**config.mk**
```make
export PLATFORM = sky130hd
export DESIGN_NAME = sdram_arbiter
export DESIGN_NICKNAME = d
export VERILOG_FILES = /design/src/rtl/sdram_arbiter_pkg.sv /design/src/rtl/sdram_arbiter.sv
export SDC_FILE = /design/constraint.sdc
export NUM_CORES = 1
export LEC_CHECK = 0
export ABC_AREA = 1
export BUFFER_PORTS_ARGS = -buffer_cell sky130_fd_sc_hd__buf_2
export CAP_MARGIN = 5
export CORE_AREA = 8 8 123 125
export DETAILED_ROUTE_END_ITERATION = 7
export DIE_AREA = 0 0 131 133
export PLACE_DENSITY = 0.62
export SYNTH_ARGS = -nofsm -noshare
export SYNTH_HDL_FRONTEND = slang
export SYNTH_SLANG_ARGS = --single-unit
```
**constraint.sdc**
```tcl
create_clock -name clock -period 5.8 [get_ports clock]
set_input_delay 1.16 -clock clock [delete_from_list [all_inputs] [get_ports clock]]
set_output_delay 1.16 -clock clock [all_outputs]
set_load 0.05 [all_outputs]
```
**src/rtl/sdram_arbiter_pkg.sv**
```systemverilog
// Shared definitions for the two-port SDRAM arbiter.
//   - arb_state_t : sequencer states
//   - ARB_ADDR_W  : default byte address width (64 MB)
//   - ARB_TIMEOUT : default watchdog limit in WAIT cycles
//   - ARB_RD_FILL : read data returned when an access times out
//   - pick_port   : round-robin winner selection
package sdram_arbiter_pkg;

  typedef enum logic [1:0] {
    ST_IDLE  = 2'd0,
    ST_ISSUE = 2'd1,
    ST_WAIT  = 2'd2,
    ST_DONE  = 2'd3
  } arb_state_t;

  localparam int          ARB_ADDR_W  = 26;
  localparam int          ARB_TIMEOUT = 1024;
  localparam logic [7:0]  ARB_RD_FILL = 8'hFF;

  // Returns the winning port (0/1). A lone request wins outright; under
  // contention the port that was not granted last time wins.
  function automatic logic pick_port(input logic p0, input logic p1,
                                     input logic last);
    return (p0 && p1) ? ~last : p1;
  endfunction

endpackage

```
**src/rtl/sdram_arbiter.sv**
```systemverilog
// Two-port arbiter/sequencer in front of the single-byte SDRAM controller.
// Port 0 is the CPU path, port 1 a DMA/loader master. One byte access is in
// flight at a time; a watchdog force-completes accesses the controller never
// finishes and latches a sticky err flag.
//
// Ports:
//   clock, reset             system clock, async active-high reset
//   pN_req/we/address/wdata  port N request (held until pN_ack)
//   pN_rdata, pN_ack         port N read data (held) and completion pulse
//   sd_req                   one-cycle start strobe to the controller
//   sd_we/address/wdata      access attributes, stable ISSUE..DONE
//   sd_rdata, sd_ready       controller read data and idle/data-valid
//   grant                    one-hot owner of the current access
//   err                      sticky timeout indicator
import sdram_arbiter_pkg::*;

module sdram_arbiter #(
  parameter int ADDR_W  = ARB_ADDR_W,
  parameter int TIMEOUT = ARB_TIMEOUT
) (
  input  logic              clock,
  input  logic              reset,
  input  logic              p0_req,
  input  logic              p0_we,
  input  logic [ADDR_W-1:0] p0_address,
  input  logic [7:0]        p0_wdata,
  output logic [7:0]        p0_rdata,
  output logic              p0_ack,
  input  logic              p1_req,
  input  logic              p1_we,
  input  logic [ADDR_W-1:0] p1_address,
  input  logic [7:0]        p1_wdata,
  output logic [7:0]        p1_rdata,
  output logic              p1_ack,
  output logic              sd_req,
  output logic              sd_we,
  output logic [ADDR_W-1:0] sd_address,
  output logic [7:0]        sd_wdata,
  input  logic [7:0]        sd_rdata,
  input  logic              sd_ready,
  output logic [1:0]        grant,
  output logic              err
);

  localparam int              WD_W    = (TIMEOUT > 1) ? $clog2(TIMEOUT) : 1;
  localparam logic [WD_W-1:0] WD_LAST = WD_W'(TIMEOUT - 1);

  arb_state_t        state_q, state_d;
  logic              last_q, last_d;    // port granted most recently
  logic              own_q, own_d;      // port owning the access in flight
  logic [1:0]        grant_q, grant_d;
  logic              sd_req_q, sd_req_d;
  logic              sd_we_q, sd_we_d;
  logic [ADDR_W-1:0] sd_addr_q, sd_addr_d;
  logic [7:0]        sd_wdata_q, sd_wdata_d;
  logic [WD_W-1:0]   wdog_q, wdog_d;
  logic              err_q, err_d;
  logic [1:0][7:0]   rdata_q, rdata_d;
  logic [1:0]        ack_q, ack_d;

  always_ff @(posedge clock or posedge reset) begin
    if (reset) begin
      state_q    <= ST_IDLE;
      last_q     <= 1'b1;
      own_q      <= 1'b0;
      grant_q    <= '0;
      sd_req_q   <= 1'b0;
      sd_we_q    <= 1'b0;
      sd_addr_q  <= '0;
      sd_wdata_q <= '0;
      wdog_q     <= '0;
      err_q      <= 1'b0;
      rdata_q    <= '0;
      ack_q      <= '0;
    end else begin
      state_q    <= state_d;
      last_q     <= last_d;
      own_q      <= own_d;
      grant_q    <= grant_d;
      sd_req_q   <= sd_req_d;
      sd_we_q    <= sd_we_d;
      sd_addr_q  <= sd_addr_d;
      sd_wdata_q <= sd_wdata_d;
      wdog_q     <= wdog_d;
      err_q      <= err_d;
      rdata_q    <= rdata_d;
      ack_q      <= ack_d;
    end
  end

  always_comb begin
    state_d    = state_q;
    last_d     = last_q;
    own_d      = own_q;
    grant_d    = grant_q;
    sd_req_d   = 1'b0;
    sd_we_d    = sd_we_q;
    sd_addr_d  = sd_addr_q;
    sd_wdata_d = sd_wdata_q;
    wdog_d     = wdog_q;
    err_d      = err_q;
    rdata_d    = rdata_q;
    ack_d      = '0;

    unique case (state_q)
      // Waiting on sd_ready also covers a controller still busy with an
      // access that was cut off by our own reset.
      ST_IDLE: begin
        if (sd_ready && (p0_req || p1_req)) begin
          own_d      = pick_port(p0_req, p1_req, last_q);
          sd_we_d    = own_d ? p1_we      : p0_we;
          sd_addr_d  = own_d ? p1_address : p0_address;
          sd_wdata_d = own_d ? p1_wdata   : p0_wdata;
          grant_d    = own_d ? 2'b10      : 2'b01;
          sd_req_d   = 1'b1;            // visible during ISSUE only
          state_d    = ST_ISSUE;
        end
      end
      ST_ISSUE: begin
        wdog_d  = '0;
        state_d = ST_WAIT;
      end
      // First WAIT cycle (wdog==0) ignores sd_ready: the controller only
      // drops it one cycle after the strobe. Ack/rdata are registered here
      // so they appear during DONE.
      ST_WAIT: begin
        if (wdog_q != '0 && sd_ready) begin
          ack_d[own_q] = 1'b1;
          if (!sd_we_q) rdata_d[own_q] = sd_rdata;
          state_d = ST_DONE;
        end else if (wdog_q == WD_LAST) begin
          ack_d[own_q] = 1'b1;
          if (!sd_we_q) rdata_d[own_q] = ARB_RD_FILL;
          err_d   = 1'b1;
          state_d = ST_DONE;
        end else begin
          wdog_d = wdog_q + 1'b1;
        end
      end
      ST_DONE: begin
        last_d  = own_q;
        grant_d = '0;
        sd_we_d = 1'b0;
        state_d = ST_IDLE;
      end
      default: state_d = ST_IDLE;
    endcase
  end

  assign p0_rdata   = rdata_q[0];
  assign p1_rdata   = rdata_q[1];
  assign p0_ack     = ack_q[0];
  assign p1_ack     = ack_q[1];
  assign sd_req     = sd_req_q;
  assign sd_we      = sd_we_q;
  assign sd_address = sd_addr_q;
  assign sd_wdata   = sd_wdata_q;
  assign grant      = grant_q;
  assign err        = err_q;

endmodule

```
### After elaboration in Yosys (flattened, before gate mapping)

Index checks and enable logic that the tools add are counted.

| word-level totals | value |
|---|---|
| flip-flop bits (word level) | 71 |
| input port bits | 83 |

| operators by class | value |
|---|---|
| order comparisons | 2 |
| muxes and demuxes | 30 |
| equality and inequality tests | 10 |
| add/subtract/negate cells | 1 |
| bitwise operators | 3 |
| reduce and logical (&&, ||, !) cells | 16 |

Operator list:

| cell | number |
|---|---|
| 16-bit two-way mux | 4 |
| 26-bit two-way mux | 1 |
| 10-bit two-way mux | 2 |
| 10-bit one-hot mux with 2 select lines | 1 |
| 16-bit bitwise mux | 1 |
| 2-bit two-way mux | 8 |
| 8-bit two-way mux | 2 |
| 16-bit bitwise OR | 1 |
| 10-bit by 1-bit adder with 10-bit output (second input constant) | 1 |
| 10-bit equality test (second input constant) | 1 |
| 2-bit != test (second input constant) | 5 |
| 10-bit nonzero test | 1 |
| 8-bit demux with 1-bit select | 1 |
| 2-bit one-hot mux with 4 select lines | 1 |
| 1-bit two-way mux | 6 |
| 2-bit AND reduction | 3 |
| 3-bit AND reduction | 2 |
| 2-bit nonzero test | 3 |
| 2-bit equality test (second input constant) | 2 |
| 1-bit logical AND | 4 |
| 2-bit one-hot mux with 2 select lines | 1 |
| 4-bit AND reduction | 1 |
| 3-bit != test (second input constant) | 1 |
| 2-bit by 1-bit equality test with 1-bit output (second input constant) | 1 |
| 7 further kinds | 8 |

### Depth between registers and ports, before layout

| logic depth | value |
|---|---|
| depth in word-level cells | 8 |
| gate-level depth with buffers | 12 |
| mapped depth without buffers | 10 |

### Worst setup path before layout

Ideal clock, no wire load.

| timing | value |
|---|---|
| path type | input -> register |
| start point | in p0_req |
| end point | reg sd_addr_q[25] (netlist: sd_address[25]) |
| slack | 3762 ps |
| path buffers | 1 |
| data arrival time | 1955 ps |
| required time | 5717 ps |
| stages | 6 |
| cell sequence | nand2_1 > nand2_1 > inv_1 > clkbuf_1 > o21ai_0 > o21ai_0 |

| on the way | value |
|---|---|
| word-level cells in the longest chain between the ends | 3 |

RTL lines:

| what | line | RTL |
|---|---|---|
| start, declared | sdram_arbiter.sv:23 | `input logic p0_req,` |
| 1-bit logical AND or 1-bit logical OR (tied branches) | sdram_arbiter_pkg.sv:24, sdram_arbiter.sv:109 |  |
| 1-bit two-way mux or 1-bit logical AND (tied branches) | sdram_arbiter_pkg.sv:24, sdram_arbiter.sv:109 |  |
| 26-bit two-way mux or 2-bit AND reduction (tied branches) | n/a |  |
| end signal, assigned | sdram_arbiter.sv:82 | `sd_addr_q <= sd_addr_d;` |
| end, declared | sdram_arbiter.sv:54 | `logic [ADDR_W-1:0] sd_addr_q, sd_addr_d;` |

Parallel ways exist; a longest one is shown, timed or not.
A chain may end at the register's enable or synchronous reset.

### Worst setup path in the final report

| timing | value |
|---|---|
| start point | in sd_ready |
| end point | reg sd_addr_q[17] (netlist: sd_address[17]) |

| on the way | value |
|---|---|
| word-level cells in the longest chain between the ends | 2 |

RTL lines:

| what | line | RTL |
|---|---|---|
| start, declared | sdram_arbiter.sv:40 | `input logic sd_ready,` |
| 1-bit logical AND | sdram_arbiter.sv:109 | `if (sd_ready && (p0_req \|\| p1_req)) begin` |
| 2-bit AND reduction (no line) | n/a |  |

No other way between the ends.

==> results.py <==
metrics = {
    "status": {
        "status": "complete, no violations",
    },
    "timing": {
        "hold_slack_ns": 0.484,
        "drv_slew": 0,
        "finalSetupViolCount": 0,
        "hold_viol": 0,
        "relSlewSlack_pct": 37.2,
        "timing.final.crit_share_pct": 52.2,
        "clock_skew_ns": 0.00759,
        "layout_min_cycle_time_ns": 3.03,
        "max_freq_mhz": 330,
        "worst_slew_pin_slew_ns": 0.936,
        "finalWorstSetupSlack_ns": 2.77,
        "tns_ns": 0,
        "rsz0062_at_grt": "false",
    },
    "final_layout": {
        "final_cell_mix": "nand2_1 (150), buf_2 (139), o21ai_0 (76)",
        "nets": 706,
        "final_common_cell": "nand2_1",
        "post-route-util_pct": 38.2,
        "drive_above_1_share_pct": 33.0,
        "syn_to_final_growth_pct": 29.5,
    },
    "power": {
        "irDropWorstVdd_uv": 286,
        "leakage_nw": 2.60,
        "powerDensity_mw_per_mm2": 594,
    },
    "floorplanning": {
        "rows": 42,
        "start_util_pct": 29.5,
        "fp.dieH_microns": 133,
        "fp.coreArea_sq_mm": 0.0131,
        "ioPinCount": 140,
        "die-area_sq_mm": 0.0174,
        "chipWidth_microns": 131,
    },
    "grt": {
        "grt_start_max_net_pins": 72,
        "antenna_found_initial": 2,
        "grt_pass1_wl_microns": 18400,
        "gr-usage-all-layers_pct": 13.0,
        "grt_pass1_vias": 3757,
        "overflow": 0,
    },
    "cts": {
        "cts_tree": "done",
        "cts_buffers": 9,
        "clk_latency_ns": 0.33,
        "clk_path_buf_depth": 2,
        "clk_pin_slew_ns": 0.06,
        "clock-sinks": 71,
        "cts_htree_levels": 3,
        "holdBufCountCts": 0,
        "postCtsSetupBuffers": 0,
        "cts_root_buffer": "clkbuf_16",
        "cts-resized-gates": 0,
    },
    "setup_path": {
        "required_ns": 6.00,
        "crit_path_max_incr_delay_ns": 0.82,
        "crit_arrival_ns": 3.23,
        "end_kind": "flop",
        "cp-start-kind": "primary input",
        "cp_num_buf_inv": 3,
        "crit_type": "primary input to flop",
        "crit_family": "buffers and inverters",
        "crit_fanout": 39,
        "crit_path_cell_trace": "buf_2 -> o21ai_1 -> nor2_2 -> buf_4 -> clkinv_1 -> nand2_1 -> o21ai_0",
        "cp_slowest_cell": "clkinv_1",
    },
    "detailed_routing": {
        "drt_iter0_drc": 236,
        "via_per_inst": 4.46,
        "wl_per_cell_microns": 13.6,
        "routed-via-count": 3561,
        "antenna_left": 0,
        "firstDrtPassIters": 6,
        "drcViolationCount": 0,
        "drt_wl_total_microns": 10900,
    },
    "synthesis": {
        "synthesis.nets": 577,
        "synth-seq-cells": 71,
        "synthCells": 487,
        "syn_area_per_cell_sq_um": 7.92,
        "post-synth-top-area-cell": "dfrtp_1",
        "synth-edff-count": 0,
        "synthFlopType": "dfrtp_1",
        "synth_warnings": 0,
        "seq_area_frac_synth_pct": 46.1,
        "synth.distinct_cells": 36,
        "syn_area_sq_mm": 0.00386,
        "synthTopCellsByArea": "dfrtp_1 (45%), nand2_1 (15%), o21ai_0 (9.9%), nor2_1 (4.0%), nand3_1 (3.8%)",
        "async_flop_share_pct": 100,
        "synth_top_area_share_pct": 45.4,
    },
    "min_path": {
        "hold_class": "flop to flop",
    },
    "placement": {
        "dp_hpwl_microns": 8000,
        "io_buffer_count": 139,
        "place_congestion": 0.757,
        "place_ws_ns": 2.40,
    },
    "flow_run": {
        "maxCapViolations": 0,
    },
}
[per-stage QoR]
stage,area [sq um],instances,power (W)
floorplan,3860,487,0.00202
global placement,4650,781,0.00233
detailed placement,4650,781,0.00236
CTS,4990,797,0.00300
global route,4990,798,0.00317
finish,5000,799,0.00297
[cell type report]
cell class	count	area, sq um
diodes	2	5.00
inverters	21	78.8
flip-flops and latches	71	1780
well taps	176	220
multi-input cells	371	1860
clock buffers	11	233
repair buffers	142	718
fillers	1350	8090
clock inverters	5	106
[path summary, 6_finish.rpt]
kind / startpoint / to / slack, ns / cells past startpoint
worst min register to register: err / err / 0.48 / 1
worst min-delay path: err / err / 0.48 / 1
worst max-delay path: sd_ready / sd_address[17] / 2.77 / 7
max in group asynchronous: reset / wdog_q[6] / 4.10 / 3
worst max register to register: state_q[1] / sd_address[17] / 3.28 / 8
min in group asynchronous: reset / p0_rdata[0] / 1.08 / 3
[cells by family (layout without fill, tap and decap cells)]
family,after synthesis,in the layout,synth area share (%)
xor+xnor,2,2,0.454
flops,71,71,46.1
compound gates,89,89,12.2
buf+inv,45,179,5.87
fa+ha+maj,7,7,2.27
other cells,0,2,0
simple gates,273,273,33.2
[worst reg2reg max path, cell delays in order, from the launching register on]
cell and delay [ns]:
dfrtp_1 0.41, inv_1 0.12, ha_1 0.20, inv_1 0.06, nor2_2 0.09, buf_4 0.31
clkinv_1 0.82, nand2_1 0.24, o21ai_0 0.13
[where the power goes]
part | switching [W] | total (W) | internal [W]
combinational | 0.00111 | 0.00149 | 0.000378
clock | 0.000213 | 0.000634 | 0.000421
sequential | 0.000148 | 0.000840 | 0.000692
total | 0.00148 | 0.00297 | 0.00149
[flip-flops by register name, summed over array words and instances, names as in the netlist]
signal	flops
state_q	2
own_q	1
last_q	1
sd_wdata	8
p1_rdata	8
p0_rdata	8
grant	2
sd_req	1
sd_we	1
ack_q	2
sd_address	26
err	1
wdog_q	10
[cells in the mapped netlist, types with 2 or more instances]
| library cell | n |
|---|---|
| nand3_4 | 4 |
| xor2_1 | 2 |
| nor2_1 | 41 |
| nor2_4 | 2 |
| buf_6 | 2 |
| nor2_2 | 2 |
| inv_2 | 2 |
| nand3b_1 | 8 |
| o21ai_0 | 76 |
| nand2_2 | 13 |
| o21ai_1 | 8 |
| inv_1 | 18 |
| clkbuf_1 | 13 |
| buf_4 | 3 |
| dfrtp_1 | 70 |
| nand2_1 | 150 |
| buf_2 | 3 |
| nand3_1 | 29 |
| ha_1 | 7 |
| or2_2 | 18 |
[layer usage]
layer | global-route usage (%) | share of wire (%)
met1 | 16.1 | 45
met2 | 19.6 | 45
met3 | 5.83 | 9.3
met4 | 4.21 | 1.3
met5 | 0 | 0.11
No activity file was read; power rests on OpenSTA's default activity.
